File: config.mk
export PLATFORM = sky130hd
export DESIGN_NAME = rstatus_exc_ctrl
export DESIGN_NICKNAME = d
export VERILOG_FILES = /design/src/rtl/exc_pkg.sv /design/src/rtl/exc_fifo.sv /design/src/rtl/rstatus_exc_ctrl.sv
export SDC_FILE = /design/constraint.sdc
export NUM_CORES = 1
export LEC_CHECK = 0
export CAP_MARGIN = 30
export CORE_MARGIN = 3
export CORE_UTILIZATION = 30
export CTS_BUF_LIST = sky130_fd_sc_hd__clkbuf_4
export CTS_CLUSTER_DIAMETER = 50
export DETAILED_ROUTE_END_ITERATION = 7
export RECOVER_POWER = 100
export SYNTH_ARGS = -nofsm -noshare
export SYNTH_HDL_FRONTEND = slang
export SYNTH_SLANG_ARGS = --single-unit
File: constraint.sdc
create_clock -name clock -period 7 [get_ports clock]
set_clock_uncertainty 0.2 [all_clocks]
set_input_delay 0.7 -clock clock [delete_from_list [all_inputs] [get_ports clock]]
set_output_delay 0.7 -clock clock [all_outputs]
set_load 0.02 [all_outputs]
File: src/rtl/exc_pkg.sv
// ---------------------------------------------------------------------------
// exc_pkg
// Shared definitions for the $rstatus exception controller:
//   - overflow status codes written by the execute stage
//   - controller FSM state encoding
//   - pending-exception queue entry layout (2-bit code + 32-bit PC = 34 bits)
//   - helper that decides whether a status write carries a real exception
// ---------------------------------------------------------------------------
package exc_pkg;

  localparam logic [1:0] EXC_ADD  = 2'd1;
  localparam logic [1:0] EXC_ADDI = 2'd2;
  localparam logic [1:0] EXC_SUB  = 2'd3;

  typedef enum logic [1:0] {
    ST_IDLE    = 2'd0,
    ST_SIGNAL  = 2'd1,
    ST_SERVICE = 2'd2
  } exc_state_e;

  typedef struct packed {
    logic [1:0]  code;
    logic [31:0] pc;
  } exc_entry_t;

  localparam int ENTRY_W = $bits(exc_entry_t);

  // Only codes 1..3 are real exceptions; anything else on the status bus
  // is treated as noise from the producer and ignored.
  function automatic logic is_valid_code(input logic [31:0] code);
    return (code != 32'd0) && (code < 32'd4);
  endfunction

endpackage

File: src/rtl/exc_fifo.sv
// ---------------------------------------------------------------------------
// exc_fifo
// DEPTH x WIDTH synchronous FIFO holding pending exceptions.
// A push into a full FIFO is accepted only when a pop happens in the same
// cycle; otherwise it is silently ignored (the parent tracks the loss).
// Ports:
//   clock  in   rising-edge clock
//   reset  in   asynchronous, active-low
//   push   in   write wdata at the tail
//   pop    in   retire the head entry (ignored when empty)
//   wdata  in   WIDTH  entry to append
//   rdata  out  WIDTH  current head entry
//   full   out  count == DEPTH
//   empty  out  count == 0
//   count  out  clog2(DEPTH)+1 occupancy
// ---------------------------------------------------------------------------
module exc_fifo #(
  parameter int DEPTH = 4,
  parameter int WIDTH = 34,
  localparam int PTR_W = $clog2(DEPTH),
  localparam int QCNT_W = PTR_W + 1
) (
  input  logic              clock,
  input  logic              reset,
  input  logic              push,
  input  logic              pop,
  input  logic [WIDTH-1:0]  wdata,
  output logic [WIDTH-1:0]  rdata,
  output logic              full,
  output logic              empty,
  output logic [QCNT_W-1:0] count
);

  localparam logic [PTR_W-1:0]  PTR_ONE = PTR_W'(1);
  localparam logic [QCNT_W-1:0] CNT_ONE = QCNT_W'(1);

  logic [WIDTH-1:0]  r_mem [DEPTH];
  logic [PTR_W-1:0]  r_wrPtr;
  logic [PTR_W-1:0]  r_rdPtr;
  logic [QCNT_W-1:0] r_count;
  logic              w_doPush;
  logic              w_doPop;

  assign full  = (r_count == QCNT_W'(DEPTH));
  assign empty = (r_count == '0);
  assign count = r_count;
  assign rdata = r_mem[r_rdPtr];

  // A pop frees the head slot this cycle, so a push into a full FIFO can
  // land in the slot being vacated without overwriting live data.
  assign w_doPop  = pop && !empty;
  assign w_doPush = push && (!full || w_doPop);

  // Storage carries no reset: contents are meaningless while empty.
  always_ff @(posedge clock) begin
    if (w_doPush) begin
      r_mem[r_wrPtr] <= wdata;
    end
  end

  // Pointers wrap naturally because DEPTH is a power of two.
  always_ff @(posedge clock or negedge reset) begin
    if (!reset) begin
      r_wrPtr <= '0;
      r_rdPtr <= '0;
      r_count <= '0;
    end else begin
      if (w_doPush) begin
        r_wrPtr <= r_wrPtr + PTR_ONE;
      end
      if (w_doPop) begin
        r_rdPtr <= r_rdPtr + PTR_ONE;
      end
      case ({w_doPush, w_doPop})
        2'b10:   r_count <= r_count + CNT_ONE;
        2'b01:   r_count <= r_count - CNT_ONE;
        default: r_count <= r_count;
      endcase
    end
  end

endmodule

File: src/rtl/rstatus_exc_ctrl.sv
// ---------------------------------------------------------------------------
// rstatus_exc_ctrl
// Consumer end of the $rstatus/write_30 interface. Holds the architectural
// $r30 copy, queues overflow exceptions (code + faulting PC) and presents
// them one at a time to the handler through a valid/ack/eret handshake.
// Optional feature macro: RSTATUS_EXC_COUNT_EN adds per-code saturating
// exception counters (cnt_add, cnt_addi, cnt_sub).
// Ports:
//   clock        in   rising-edge clock
//   reset        in   asynchronous, active-low
//   write_30     in   status write strobe from execute
//   rstatus_in   in   32  status code (1 add, 2 addi, 3 sub)
//   pc_in        in   32  PC of the faulting instruction
//   setx_we      in   setx writes $r30
//   setx_val     in   27  setx immediate (zero-extended)
//   bex_query    in   bex in execute this cycle
//   handler_ack  in   handler accepts the presented exception
//   eret         in   handler done, retire head entry
//   rstatus_q    out  32  current $r30
//   bex_taken    out  bex_query && $r30 != 0
//   exc_valid    out  head exception presented
//   exc_code     out  2   head code
//   exc_pc       out  32  head PC (EPC)
//   q_full       out  queue full
//   lost         out  sticky: an exception was dropped
//   cnt_add/cnt_addi/cnt_sub  out  CNT_W  (RSTATUS_EXC_COUNT_EN only)
// ---------------------------------------------------------------------------
module rstatus_exc_ctrl
  import exc_pkg::*;
#(
  parameter int DEPTH = 4
`ifdef RSTATUS_EXC_COUNT_EN
  ,
  parameter int CNT_W = 8
`endif
) (
  input  logic        clock,
  input  logic        reset,
  input  logic        write_30,
  input  logic [31:0] rstatus_in,
  input  logic [31:0] pc_in,
  input  logic        setx_we,
  input  logic [26:0] setx_val,
  input  logic        bex_query,
  input  logic        handler_ack,
  input  logic        eret,
  output logic [31:0] rstatus_q,
  output logic        bex_taken,
  output logic        exc_valid,
  output logic [1:0]  exc_code,
  output logic [31:0] exc_pc,
  output logic        q_full,
`ifdef RSTATUS_EXC_COUNT_EN
  output logic [CNT_W-1:0] cnt_add,
  output logic [CNT_W-1:0] cnt_addi,
  output logic [CNT_W-1:0] cnt_sub,
`endif
  output logic        lost
);

  localparam int QCNT_W = $clog2(DEPTH) + 1;
  localparam logic [QCNT_W-1:0] CNT_ONE = QCNT_W'(1);

  exc_state_e        r_state;
  exc_state_e        w_stateNext;
  logic [31:0]       r_rstatus;
  logic              r_lost;
  logic              w_validWrite;
  logic              w_pop;
  logic              w_pushAccepted;
  logic              w_remain;
  logic              w_full;
  logic              w_empty;
  logic [QCNT_W-1:0] w_count;
  exc_entry_t        w_pushEntry;
  exc_entry_t        w_headEntry;

  assign w_validWrite = write_30 && is_valid_code(rstatus_in);
  assign w_pop        = (r_state == ST_SERVICE) && eret;
  assign w_pushEntry  = '{code: rstatus_in[1:0], pc: pc_in};

  // Mirrors the FIFO's acceptance rule so the FSM and loss flag agree with it.
  assign w_pushAccepted = w_validWrite && (!w_full || w_pop);

  // Entries left after this cycle's pop, counting a same-cycle push.
  assign w_remain = (w_count > CNT_ONE) || w_pushAccepted;

  exc_fifo #(
    .DEPTH (DEPTH),
    .WIDTH (ENTRY_W)
  ) u_fifo (
    .clock (clock),
    .reset (reset),
    .push  (w_validWrite),
    .pop   (w_pop),
    .wdata (w_pushEntry),
    .rdata (w_headEntry),
    .full  (w_full),
    .empty (w_empty),
    .count (w_count)
  );

  // $r30: an exception write always beats a same-cycle setx.
  always_ff @(posedge clock or negedge reset) begin
    if (!reset) begin
      r_rstatus <= '0;
    end else if (w_validWrite) begin
      r_rstatus <= rstatus_in;
    end else if (setx_we) begin
      r_rstatus <= {5'b0, setx_val};
    end
  end

  // Loss flag stays set until reset so software can detect dropped faults.
  always_ff @(posedge clock or negedge reset) begin
    if (!reset) begin
      r_lost <= 1'b0;
    end else if (w_validWrite && !w_pushAccepted) begin
      r_lost <= 1'b1;
    end
  end

  always_ff @(posedge clock or negedge reset) begin
    if (!reset) begin
      r_state <= ST_IDLE;
    end else begin
      r_state <= w_stateNext;
    end
  end

  // Handshake: ack is only meaningful in SIGNAL, eret only in SERVICE.
  always_comb begin
    w_stateNext = r_state;
    case (r_state)
      ST_IDLE: begin
        if (!w_empty) begin
          w_stateNext = ST_SIGNAL;
        end
      end
      ST_SIGNAL: begin
        if (handler_ack) begin
          w_stateNext = ST_SERVICE;
        end
      end
      ST_SERVICE: begin
        if (eret) begin
          w_stateNext = w_remain ? ST_SIGNAL : ST_IDLE;
        end
      end
      default: w_stateNext = ST_IDLE;
    endcase
  end

  assign rstatus_q = r_rstatus;
  assign bex_taken = bex_query && (r_rstatus != 32'd0);
  assign exc_valid = (r_state == ST_SIGNAL);
  assign exc_code  = w_empty ? 2'd0 : w_headEntry.code;
  assign exc_pc    = w_empty ? 32'd0 : w_headEntry.pc;
  assign q_full    = w_full;
  assign lost      = r_lost;

`ifdef RSTATUS_EXC_COUNT_EN
  logic [CNT_W-1:0] r_cntAdd;
  logic [CNT_W-1:0] r_cntAddi;
  logic [CNT_W-1:0] r_cntSub;

  // Counters see every valid write, including ones the queue had to drop.
  always_ff @(posedge clock or negedge reset) begin
    if (!reset) begin
      r_cntAdd  <= '0;
      r_cntAddi <= '0;
      r_cntSub  <= '0;
    end else if (w_validWrite) begin
      if ((rstatus_in[1:0] == EXC_ADD) && (r_cntAdd != '1)) begin
        r_cntAdd <= r_cntAdd + CNT_W'(1);
      end
      if ((rstatus_in[1:0] == EXC_ADDI) && (r_cntAddi != '1)) begin
        r_cntAddi <= r_cntAddi + CNT_W'(1);
      end
      if ((rstatus_in[1:0] == EXC_SUB) && (r_cntSub != '1)) begin
        r_cntSub <= r_cntSub + CNT_W'(1);
      end
    end
  end

  assign cnt_add  = r_cntAdd;
  assign cnt_addi = r_cntAddi;
  assign cnt_sub  = r_cntSub;
`endif

endmodule
==> summary.md <==
| Metric | Value |
|---|---|
| Run status | `finished with violations` |
| Violations in the final reports | `max-capacitance violations, max-slew violations` |
| Number of sinks on the clock net | `approximately 180` |
| Fraction of synthesis flops using an asynchronous set or reset pin | `around a quarter` |
| Highest attainable clock frequency | `204.7 MHz` |
| Clock root buffer | `sky130_fd_sc_hd__clkbuf_4` |
| Slew Limit Fails | `between 200 and 250` |
| Worst Setup Path Type | `in -> reg` |
| Worst-case headroom to the max-slew limit | `-72.83%` |
| Via count of the first global-routing pass | `approximately 4400` |
| First DRT Iteration DRCs | `roughly 180` |
| Setup-violating endpoint count in the final report | `0` |
| Total core area | `roughly 23000 µm²` |
| Number of non-filler instances in the completed layout | `898` |
| Average via count per standard cell | `roughly 4.6` |
| Number of fillers in the final layout | `just over 2000` |
| Final WL | `between 15 and 20 mm` |
| Clock insertion delay at the later pin of the skew report | `0.52 ns` |
| Type of destination of the critical path | `flip-flop` |
| Placement Rows | `55` |
| Sum of negative setup slack | `0 ns` |
| Drt drc | `0` |
| Port Buffer Count | `~170` |
| Worst setup margin | `about 2.1 ns` |
| Placed Area | `roughly 9200 µm²` |
| Hold violation count in the final report | `0` |
| Final design instance area without fill | `roughly 9500 µm²` |
| Top area cells in the synthesized netlist | `sky130_fd_sc_hd__edfxtp_1 (57%), sky130_fd_sc_hd__dfrtp_1 (15%), sky130_fd_sc_hd__mux4_2 (11%), sky130_fd_sc_hd__mux2i_1 (3.6%), sky130_fd_sc_hd__nor2b_1 (3.1%)` |
| Portion of the post-synthesis area used by sequential elements | `between 70% and 80%` |
| Post-Synthesis Cells | `roughly 400` |
| Number of top-level pins | `between 150 and 200` |
| Unrepaired setup endpoints after global routing | `false` |
| Critical Path Slowest Stage Cell | `sky130_fd_sc_hd__and2_0` |
| Share of the clock period used by the worst path after layout | `a little over two thirds` |
| Via count | `4086` |
| Post-synthesis cell type count | `32` |
| Width of the die | `roughly 160 µm` |
| Max-capacitance violation count | `6` |
| Grt total ovfl | `0` |
| Crit-path leading delay family | `simple AND/OR/NAND/NOR gates` |
| Total power density per cell area | `roughly 200 nW/µm²` |
| Syn. warnings | `0` |
| Max rail drop VDD | `about 0.11 mV` |
| First-pass iteration count of the detailed router | `4` |
| Die Y | `around 160 µm` |
| Post-synth net total | `504` |
| Worst Setup Start Kind | `input port` |
| Fraction of final layout cells with drive strength greater than 1 | `between 10% and 20%` |
| Initial Utilization | `a little under a third` |
| Worst path required time | `between 6 and 7 ns` |
| Post-synthesis cell type with the largest combined area | `sky130_fd_sc_hd__edfxtp_1` |
| Pin count of the biggest net entering global routing | `43` |
| Initial antenna violation count | `3` |
| Crit path cell chain | `dlygate4sd3_1, nor4_1, o2111ai_1, nor4b_1, and2_0` |
| Weighted congestion at the end of routability-driven global placement | `roughly 0.81` |
| Maximum count of clock buffers along a single path | `2` |
| Area fraction of the dominant cell type after synthesis | `57.06%` |
| Static leakage | `approximately 3.4 nW` |
| Most used standard cells in the synthesized netlist | `sky130_fd_sc_hd__edfxtp_1 (136), sky130_fd_sc_hd__dfrtp_1 (42), sky130_fd_sc_hd__nor2b_1 (35), sky130_fd_sc_hd__mux4_2 (34), sky130_fd_sc_hd__nor2_1 (29)` |
| Max Fanout on Critical Path | `34` |
| Synthesis-to-layout area growth | `32.08%` |
| Number of enable-type register cells in the synthesized netlist | `between 100 and 150` |
| CTS clock-pin slew for the worst setup and hold paths | `~0.15 ns` |
| Setup slack at placement | `3.271 ns` |
| Hpwl dp | `approximately 10 mm` |
| Number of gates resized after cts | `0` |
| GRT Resource Usage Total | `between 10% and 20%` |
| Post-layout power | `about 1.9 mW` |
| Antenna Nets Post-Route | `0` |
| Average detailed-routed wire length per instance | `between 15 and 20 µm` |
| Worst-Margin Slew | `approximately 2.6 ns` |
| Data arrival time of the critical path | `between 4 and 5 ns` |
| TritonCTS clock tree | `done` |
| Most used DFF post-synth | `sky130_fd_sc_hd__edfxtp_1` |
| Area enclosed by the die boundary | `25750 µm²` |
| Flip-flop and latch count after synthesis | `~180` |
| Post-layout net count | `677` |
| Hold Path Class | `reg -> reg` |
| Crit path buffers/inverters | `1` |
| Clock buffer count from CTS | `17` |
| Placed Instances | `approximately 860` |
| Maximum level of the CTS H-tree | `4` |
| Max stage delay on crit path | `approximately 2 ns` |
| First-pass GRT wire length | `~25 mm` |
| Final min period | `4.885 ns` |
| Cell area after synthesis | `~7200 µm²` |
| Most common cell in the synthesized netlist | `sky130_fd_sc_hd__edfxtp_1` |
| Per-instance average area after synthesis | `about 18 µm²` |
[what timing repair did]
action                                 CTS  global route
buffers inserted                         0             0
hold buffers                             0             1
endpoints found under the hold margin    0            10
[final cells by class]
type                    count  area, µm²  area share (%)
diodes                      2      5.005         0.05295
clock buffers              18      135.1           1.430
clock inverters            14      148.9           1.575
inverters                   9      33.78          0.3574
multi-input cells         192       1904           20.15
flip-flops and latches    178       5136           54.33
well taps                 313      391.6           4.143
repair buffers            172       1698           17.96
[path summary, 6_finish.rpt]
path,cells past startpoint,start,slack [ns],to
worst max-delay path,5,rstatus_in[13],2.12,u_fifo.r_mem[2][28]
min in group asynchronous,2,reset,0.45,rstatus_q[22]
max in group asynchronous,3,reset,3.90,u_fifo.r_rdPtr[1]
worst min register to register,1,lost,0.28,lost
worst min-delay path,1,lost,0.28,lost
worst max register to register,6,u_fifo.count[0],2.40,u_fifo.r_mem[2][28]
[stage by stage]
step	utilization (%)	hold WS, ns
after floorplan	-	0.2044
after global placement	39.80	0.2590
after detailed placement	39.80	0.2590
after CTS	41.04	0.07741
after global routing	40.99	0.3160
final	41.00	0.2842
[logic make-up after synthesis]
logic type	share of synthesized area [%]
XOR/XNOR	0.7343
AO/OA/AOI/OAI	1.031
multiplexers	15.12
AND/OR/NAND/NOR	8.252
adder cells (fa/ha/maj)	1.573
flip-flops	71.75
buffers and inverters	1.538
[cells in the final DEF (no fill, tap or decap), types with 2 or more instances in the layout]
| cell | count |
|---|---|
| sky130_fd_sc_hd__nor3b_1 | 5 |
| sky130_fd_sc_hd__inv_6 | 2 |
| sky130_fd_sc_hd__nand2_1 | 6 |
| sky130_fd_sc_hd__mux4_2 | 34 |
| sky130_fd_sc_hd__clkinvlp_4 | 3 |
| sky130_fd_sc_hd__dlygate4sd3_1 | 105 |
| sky130_fd_sc_hd__xor2_1 | 2 |
| sky130_fd_sc_hd__diode_2 | 2 |
| sky130_fd_sc_hd__inv_8 | 4 |
| sky130_fd_sc_hd__nor4_1 | 15 |
| sky130_fd_sc_hd__o21ai_0 | 3 |
| sky130_fd_sc_hd__clkdlybuf4s50_1 | 62 |
| sky130_fd_sc_hd__nor2_1 | 29 |
| sky130_fd_sc_hd__mux2_2 | 5 |
| sky130_fd_sc_hd__buf_4 | 2 |
| sky130_fd_sc_hd__ha_1 | 9 |
| sky130_fd_sc_hd__mux2i_1 | 26 |
| sky130_fd_sc_hd__and2_0 | 4 |
| sky130_fd_sc_hd__edfxtp_1 | 136 |
| sky130_fd_sc_hd__dfrtp_1 | 41 |
| sky130_fd_sc_hd__nor2b_1 | 34 |
| sky130_fd_sc_hd__nand4_1 | 3 |
| sky130_fd_sc_hd__inv_1 | 9 |
| sky130_fd_sc_hd__xnor2_1 | 4 |
| sky130_fd_sc_hd__clkbuf_4 | 18 |
| sky130_fd_sc_hd__clkbuf_1 | 3 |
[power breakdown]
part | internal [mW] | total (mW) | switching (mW)
registers | 1.15 | 1.17 | 0.0148
clock network | 0.194 | 0.567 | 0.374
logic | 0.0785 | 0.143 | 0.0646
total | 1.42 | 1.88 | 0.453
[flip-flops by register name, indices dropped and copies added, names as in the netlist]
| name | flops |
|---|---|
| lost | 1 |
| r_state | 2 |
| rstatus_q | 32 |
| u_fifo.count | 3 |
| u_fifo.r_mem | 136 |
| u_fifo.r_rdPtr | 2 |
| u_fifo.r_wrPtr | 2 |
[routing by layer]
metal / part of all wire, % / up-vias / track usage, % / wire length (µm)
met5: 0 / - / 0 / 0
met3: 7.8 / 7 / 4.746 / 1224
li1: - / 1880 / - / -
met2: 48 / 141 / 20.06 / 7446
met1: 44 / 2058 / 15.91 / 6830
met4: 0.60 / 0 / 2.564 / 94
No activity file was read; power rests on OpenSTA's default activity.
